==> config.mk <==
export PLATFORM = sky130hd
export DESIGN_NAME = imem_arb_flat
export DESIGN_NICKNAME = d
export VERILOG_FILES = /design/src/rtl/imem_arb_if.sv /design/src/rtl/imem_arb.sv /design/src/flat_wrapper.sv
export SDC_FILE = /design/constraint.sdc
export NUM_CORES = 1
export LEC_CHECK = 0
export CORE_ASPECT_RATIO = 1.4
export CORE_MARGIN = 3
export CORE_UTILIZATION = 35
export DETAILED_ROUTE_END_ITERATION = 7
export PLACE_DENSITY = 0.86
export SYNTH_ARGS = -nofsm -noshare
export SYNTH_HDL_FRONTEND = slang
export SYNTH_SLANG_ARGS = --single-unit
==> constraint.sdc <==
create_clock -name clk -period 3.2 [get_ports clk]
set_input_delay 0.64 -clock clk [delete_from_list [all_inputs] [get_ports clk]]
set_output_delay 0.64 -clock clk [all_outputs]
set_load 0.02 [all_outputs]
==> src/rtl/imem_arb_if.sv <==
// Bus bundle between imem_arb, its two requesters (fetch, debug) and the imem read port.
// slave = arbiter side, master = requester/memory side.
interface imem_arb_if #(
    parameter int DATA_W = 32
);
    logic              if_req;
    logic [DATA_W-1:0] if_addr;
    logic              if_gnt;
    logic              if_rvalid;
    logic [DATA_W-1:0] if_rdata;
    logic              if_err;

    logic              dbg_req;
    logic [DATA_W-1:0] dbg_addr;
    logic              dbg_gnt;
    logic              dbg_rvalid;
    logic [DATA_W-1:0] dbg_rdata;
    logic              dbg_err;

    logic [DATA_W-1:0] imem_addr;
    logic              imem_stop;
    logic [DATA_W-1:0] imem_data;

    modport slave (
        input  if_req, if_addr, dbg_req, dbg_addr, imem_data,
        output if_gnt, if_rvalid, if_rdata, if_err,
        output dbg_gnt, dbg_rvalid, dbg_rdata, dbg_err,
        output imem_addr, imem_stop
    );

    modport master (
        output if_req, if_addr, dbg_req, dbg_addr, imem_data,
        input  if_gnt, if_rvalid, if_rdata, if_err,
        input  dbg_gnt, dbg_rvalid, dbg_rdata, dbg_err,
        input  imem_addr, imem_stop
    );
endinterface

==> src/rtl/imem_arb.sv <==
// Fetch/debug arbiter for the single-port synchronous-read imem; fetch has priority, debug is
// served after at most MAX_BURST fetch grants. Define IMEM_ARB_MISALIGN_EN to error misaligned reads.
module imem_arb #(
    parameter int MAX_BURST = 4,
    parameter int DATA_W    = 32
) (
    input logic       clk,
    input logic       rst_n,
    imem_arb_if.slave bus
);
    typedef enum logic {S_IF, S_DBG} state_t;

    localparam logic [3:0] MAX_B = 4'(MAX_BURST);

    state_t            state;
    logic [3:0]        burst_cnt;
    logic [DATA_W-1:0] last_addr;

    logic              if_gnt_p0;
    logic              dbg_gnt_p0;
    logic [DATA_W-1:0] gnt_addr_p0;
    logic              any_gnt_p0;
    logic              misalign_p0;
    logic              issue_p0;

    logic              vld_if_p1;
    logic              vld_dbg_p1;

    function automatic logic [3:0] sat_inc(input logic [3:0] v);
        return (v >= MAX_B) ? MAX_B : v + 4'd1;
    endfunction

    // ---- stage p0: grant and imem issue ----
    always_comb begin
        if_gnt_p0  = 1'b0;
        dbg_gnt_p0 = 1'b0;
        if (state == S_DBG) begin
            dbg_gnt_p0 = bus.dbg_req;
            if_gnt_p0  = bus.if_req & ~bus.dbg_req;
        end else begin
            if_gnt_p0  = bus.if_req;
            dbg_gnt_p0 = bus.dbg_req & ~bus.if_req;
        end
    end

    assign gnt_addr_p0 = if_gnt_p0 ? bus.if_addr : bus.dbg_addr;
    assign any_gnt_p0  = if_gnt_p0 | dbg_gnt_p0;

`ifdef IMEM_ARB_MISALIGN_EN
    assign misalign_p0 = any_gnt_p0 & (gnt_addr_p0[1:0] != 2'b00);
`else
    assign misalign_p0 = 1'b0;
`endif

    assign issue_p0      = any_gnt_p0 & ~misalign_p0;
    assign bus.if_gnt    = if_gnt_p0;
    assign bus.dbg_gnt   = dbg_gnt_p0;
    assign bus.imem_addr = issue_p0 ? gnt_addr_p0 : last_addr;
    assign bus.imem_stop = ~issue_p0;

    always_ff @(posedge clk or negedge rst_n) begin
        if (!rst_n) begin
            state      <= S_IF;
            burst_cnt  <= 4'd0;
            last_addr  <= '0;
            vld_if_p1  <= 1'b0;
            vld_dbg_p1 <= 1'b0;
        end else begin
            vld_if_p1  <= if_gnt_p0;
            vld_dbg_p1 <= dbg_gnt_p0;
            if (issue_p0) begin
                last_addr <= gnt_addr_p0;
            end
            case (state)
                S_IF: begin
                    // Only fetch grants taken while debug is waiting count toward the burst.
                    if (!bus.dbg_req || dbg_gnt_p0) begin
                        burst_cnt <= 4'd0;
                    end else if (if_gnt_p0) begin
                        burst_cnt <= sat_inc(burst_cnt);
                        if (sat_inc(burst_cnt) >= MAX_B) begin
                            state <= S_DBG;
                        end
                    end
                end
                S_DBG: begin
                    // Debug is either granted now or has withdrawn; either way hand back to fetch.
                    state     <= S_IF;
                    burst_cnt <= 4'd0;
                end
                default: begin
                    state     <= S_IF;
                    burst_cnt <= 4'd0;
                end
            endcase
        end
    end

    // ---- stage p1: route registered imem data to the owner ----
`ifdef IMEM_ARB_MISALIGN_EN
    logic err_p1;

    always_ff @(posedge clk or negedge rst_n) begin
        if (!rst_n) begin
            err_p1 <= 1'b0;
        end else begin
            err_p1 <= misalign_p0;
        end
    end

    assign bus.if_rdata  = (vld_if_p1 && !err_p1) ? bus.imem_data : '0;
    assign bus.dbg_rdata = (vld_dbg_p1 && !err_p1) ? bus.imem_data : '0;
    assign bus.if_err    = vld_if_p1 & err_p1;
    assign bus.dbg_err   = vld_dbg_p1 & err_p1;
`else
    assign bus.if_rdata  = vld_if_p1 ? bus.imem_data : '0;
    assign bus.dbg_rdata = vld_dbg_p1 ? bus.imem_data : '0;
    assign bus.if_err    = 1'b0;
    assign bus.dbg_err   = 1'b0;
`endif

    assign bus.if_rvalid  = vld_if_p1;
    assign bus.dbg_rvalid = vld_dbg_p1;

endmodule
==> src/flat_wrapper.sv <==
// flat-port wrapper written by rule: the top's interface ports become plain ports
module imem_arb_flat 
#(
    parameter int MAX_BURST = 4,
    parameter int DATA_W    = 32
)
  (clk, rst_n, bus_if_req, bus_if_addr, bus_dbg_req, bus_dbg_addr, bus_imem_data, bus_if_gnt, bus_if_rvalid, bus_if_rdata, bus_if_err, bus_dbg_gnt, bus_dbg_rvalid, bus_dbg_rdata, bus_dbg_err, bus_imem_addr, bus_imem_stop);
  imem_arb_if #(.DATA_W(DATA_W)) bus_i ();
  input logic clk;
  input logic rst_n;
  input wire logic [$bits(bus_i.if_req)-1:0] bus_if_req;
  input wire logic [$bits(bus_i.if_addr)-1:0] bus_if_addr;
  input wire logic [$bits(bus_i.dbg_req)-1:0] bus_dbg_req;
  input wire logic [$bits(bus_i.dbg_addr)-1:0] bus_dbg_addr;
  input wire logic [$bits(bus_i.imem_data)-1:0] bus_imem_data;
  output wire logic [$bits(bus_i.if_gnt)-1:0] bus_if_gnt;
  output wire logic [$bits(bus_i.if_rvalid)-1:0] bus_if_rvalid;
  output wire logic [$bits(bus_i.if_rdata)-1:0] bus_if_rdata;
  output wire logic [$bits(bus_i.if_err)-1:0] bus_if_err;
  output wire logic [$bits(bus_i.dbg_gnt)-1:0] bus_dbg_gnt;
  output wire logic [$bits(bus_i.dbg_rvalid)-1:0] bus_dbg_rvalid;
  output wire logic [$bits(bus_i.dbg_rdata)-1:0] bus_dbg_rdata;
  output wire logic [$bits(bus_i.dbg_err)-1:0] bus_dbg_err;
  output wire logic [$bits(bus_i.imem_addr)-1:0] bus_imem_addr;
  output wire logic [$bits(bus_i.imem_stop)-1:0] bus_imem_stop;
  assign bus_i.if_req = bus_if_req;
  assign bus_i.if_addr = bus_if_addr;
  assign bus_i.dbg_req = bus_dbg_req;
  assign bus_i.dbg_addr = bus_dbg_addr;
  assign bus_i.imem_data = bus_imem_data;
  assign bus_if_gnt = bus_i.if_gnt;
  assign bus_if_rvalid = bus_i.if_rvalid;
  assign bus_if_rdata = bus_i.if_rdata;
  assign bus_if_err = bus_i.if_err;
  assign bus_dbg_gnt = bus_i.dbg_gnt;
  assign bus_dbg_rvalid = bus_i.dbg_rvalid;
  assign bus_dbg_rdata = bus_i.dbg_rdata;
  assign bus_dbg_err = bus_i.dbg_err;
  assign bus_imem_addr = bus_i.imem_addr;
  assign bus_imem_stop = bus_i.imem_stop;
  imem_arb #(.MAX_BURST(MAX_BURST), .DATA_W(DATA_W)) u_core (.clk(clk), .rst_n(rst_n), .bus(bus_i));
endmodule
==> flow_metrics.env <==
export IMPL_cts_path_max_buffers=2
export IMPL_dpl_hpwl_mm=7.022
export IMPL_hp_class="reg -> reg"
export IMPL_fillers=538
export IMPL_port_buffers=200
export IMPL_cp_slowest_stage_delay_ns=0.62
export IMPL_dp_cells=514
export IMPL_clock_sinks=39
export IMPL_required_ns=2.56
export IMPL_r2r_end="u_core.last_addr[29]"
export IMPL_cts_resized=0
export IMPL_syn_area_um2=2464
export IMPL_cts_max_level=2
export IMPL_end_kind="output pin"
export IMPL_grt_pass1_wl_mm=13.62
export IMPL_final_common_cell="clkdlybuf4s50_1"
export IMPL_grt_pass1_vias=2637
export IMPL_die_h_um=105.3
export IMPL_nets=530
export IMPL_synth_xor_area_share_pct=0
export IMPL_drtIter0Drc=85
export IMPL_synthMuxAreaShare_pct=0
export IMPL_cp_start_kind="primary input"
export IMPL_vias=2652
export IMPL_layout_common_cells="198 x clkdlybuf4s50_1, 64 x and2_1, 39 x dfrtp_1"
export IMPL_worstHoldStart="u_core.burst_cnt[0]"
export IMPL_skew_ns=0.008790
export IMPL_reg2reg_slack_ns=1.84
export IMPL_cts_hold_buf=0
export IMPL_r2r_start="u_core.state"
export IMPL_die_x_um=76.91
export IMPL_ys_seq_area_share_pct=39.61
export IMPL_diodes=0
export IMPL_wirelength_mm=8.812
export IMPL_ant_nets=0
export IMPL_whs_path_depth=1
export IMPL_min_to="u_core.burst_cnt[0]"
export IMPL_clkSlewWorstSetupHoldPaths_ns=0.07
export IMPL_worst_r2r_cell_count=3
export IMPL_fin_cells=522
export IMPL_maxCapViolations=0
export IMPL_clk_latency_ns=0.29
export IMPL_fin_crit_ns=3.079
export IMPL_io_pins=203
export IMPL_antenna_found_initial=2
export IMPL_initial_core_util_pct=36.77
export IMPL_path_buf_inv=3
export IMPL_tightest_slew_ns=0.8927
export IMPL_rsz0062_at_grt="false"
export IMPL_ir_drop_uv=294.8
export IMPL_grt_usage_pct=21.20
export IMPL_gp_congestion=0.7904
export IMPL_synth_area_top_cells="dfrtp_1 40%, and2_1 16%, a211o_1 11%"
export IMPL_fmax_mhz=324.7
export IMPL_cts_buffers=5
export IMPL_p_leak_uw=0.001847
export IMPL_rows=35
export IMPL_synth_top_area_share_pct=39.61
export IMPL_drt_pass1_iterations=4
export IMPL_final_hold_violation_count=0
export IMPL_setup_viol=0
export IMPL_drc=0
export IMPL_crit_fanout=21
export IMPL_yosysWarnings=0
export IMPL_critPathArrivalTime_ns=2.44
export IMPL_grt_start_max_net_pins=64
export IMPL_core_um2=6700
export IMPL_wl_per_cell_um=16.88
export IMPL_synth_top_area_cell="dfrtp_1"
export IMPL_synth_compound_area_share_pct=27.12
export IMPL_avgSynthCellArea_um2=10.27
export IMPL_yosys_area_share_simple_pct=26.16
export IMPL_synth_top_family_by_area="compound AO/OA/AOI/OAI gates"
export IMPL_slew_viol_final=0
export IMPL_cts_tree="built"
export IMPL_critPathMostFrequentCell="clkdlybuf4s50_1"
export IMPL_ys_types=19
export IMPL_post_route_period_util_pct=96.23
export IMPL_drive_above_1_share_pct=6.512
export IMPL_via_per_inst=5.080
export IMPL_synthAdderAreaFrac_pct=0.5079
export IMPL_die_area_um2=8096
export IMPL_cts_root_buffer="clkbuf_8"
export IMPL_syn_inst=240
export IMPL_setup_tns_ns=0
export IMPL_post_cts_buffers=0
export IMPL_path_cells="clkdlybuf4s50_1 -> buf_4 -> a211o_1 -> o221a_1 -> clkdlybuf4s50_1"
export IMPL_cp_top_family="buffers and inverters"
export IMPL_crit_type="in -> out"
export IMPL_ys_ff_latch=39
export IMPL_crit_path_top_delay_cell="clkdlybuf4s50_1"
export IMPL_status="completed"
export IMPL_area_growth_pct=85.47
export IMPL_maxSlewHeadroom_pct=40.49
export IMPL_grt_overflow=0
export IMPL_powerDensity_nw_per_um2=338.1
how the worst max path moves through the flow:
stage | cells after the start | end | slack [ns] | startpoint
2_1_floorplan | 4 | bus_imem_addr[10] | 1.18 | bus_if_req
3_3_place_gp | 5 | bus_imem_addr[3] | 0.17 | bus_dbg_req
3_5_place_dp | 5 | bus_imem_addr[5] | 0.13 | bus_dbg_req
4_1_cts | 5 | bus_imem_addr[5] | 0.13 | bus_dbg_req
5_1_grt | 5 | bus_imem_addr[10] | 0.04 | bus_dbg_req
6_report | 5 | bus_imem_addr[5] | 0.12 | bus_dbg_req
report_power, final:
group          switching [uW]  total (uW)  internal (uW)  leakage (uW)
Combinational             288         653            365       0.00134
Clock                     178         331            152     0.0000412
Sequential               21.2         562            540      0.000467
Total                     488        1550           1060       0.00185
cell families (layout without fill, tap and decap cells):
logic type      count (synthesis)  in the layout
buf+inv                        28            216
fa+ha+maj                       1              1
simple gates                  104            104
flops                          39             39
other cells                     1              3
compound gates                 67             67
flip-flops by register name, summed over array words and instances, names as in the netlist:
signal and count:
u_core.burst_cnt 4, u_core.last_addr 32, u_core.state 1, u_core.bus.dbg_rvalid 1
u_core.bus.if_rvalid 1
Yosys cell counts (all sizes together):
cell / instances
and2: 64
dfrtp: 39
nor2b: 33
a211o: 32
o221a: 32
buf: 20
clkbuf: 6
nor2: 4
inv: 2
o311a: 2
a21boi: 1
conb: 1
ha: 1
nand2: 1
nand2b: 1
nand3: 1
layout make-up:
cell class / count / area [um^2] / share of cell area [%]
tap: 92 / 115.1 / 2.519
sequential: 39 / 975.9 / 21.36
multi-input combinational: 175 / 1336 / 29.24
clock buffer: 6 / 72.57 / 1.588
clock inverter: 2 / 12.51 / 0.2738
timing repair buffer: 206 / 2049 / 44.85
inverter: 2 / 7.507 / 0.1643
per-stage QoR:
step / hold slack [ns] / util [%] / power, uW / setup slack [ns] / instance area (um^2)
floorplan: 0.3444 / - / 878.0 / 1.179 / 2471
global placement: 0.4201 / 66.93 / 1217 / 0.1693 / 4484
detailed placement: 0.4364 / 66.93 / 1226 / 0.1322 / 4484
CTS: 0.4457 / 68.20 / 1562 / 0.1288 / 4569
global route: 0.4824 / 68.20 / 1617 / 0.04425 / 4569
finish: 0.4415 / 68.20 / 1545 / 0.1206 / 4569
per-layer routing:
| layer | up-vias | part of all wire, % | wire length [um] | GRT usage, % |
|---|---|---|---|---|
| li1 | 1245 | - | - | - |
| met1 | 1234 | 37 | 3227 | 23.12 |
| met2 | 154 | 49 | 4307 | 36.10 |
| met3 | 15 | 13 | 1108 | 10.34 |
| met4 | 4 | 1.7 | 146 | 6.218 |
| met5 | - | 0.25 | 22 | 0 |
Note: power is estimated with default switching activity, not from simulation.
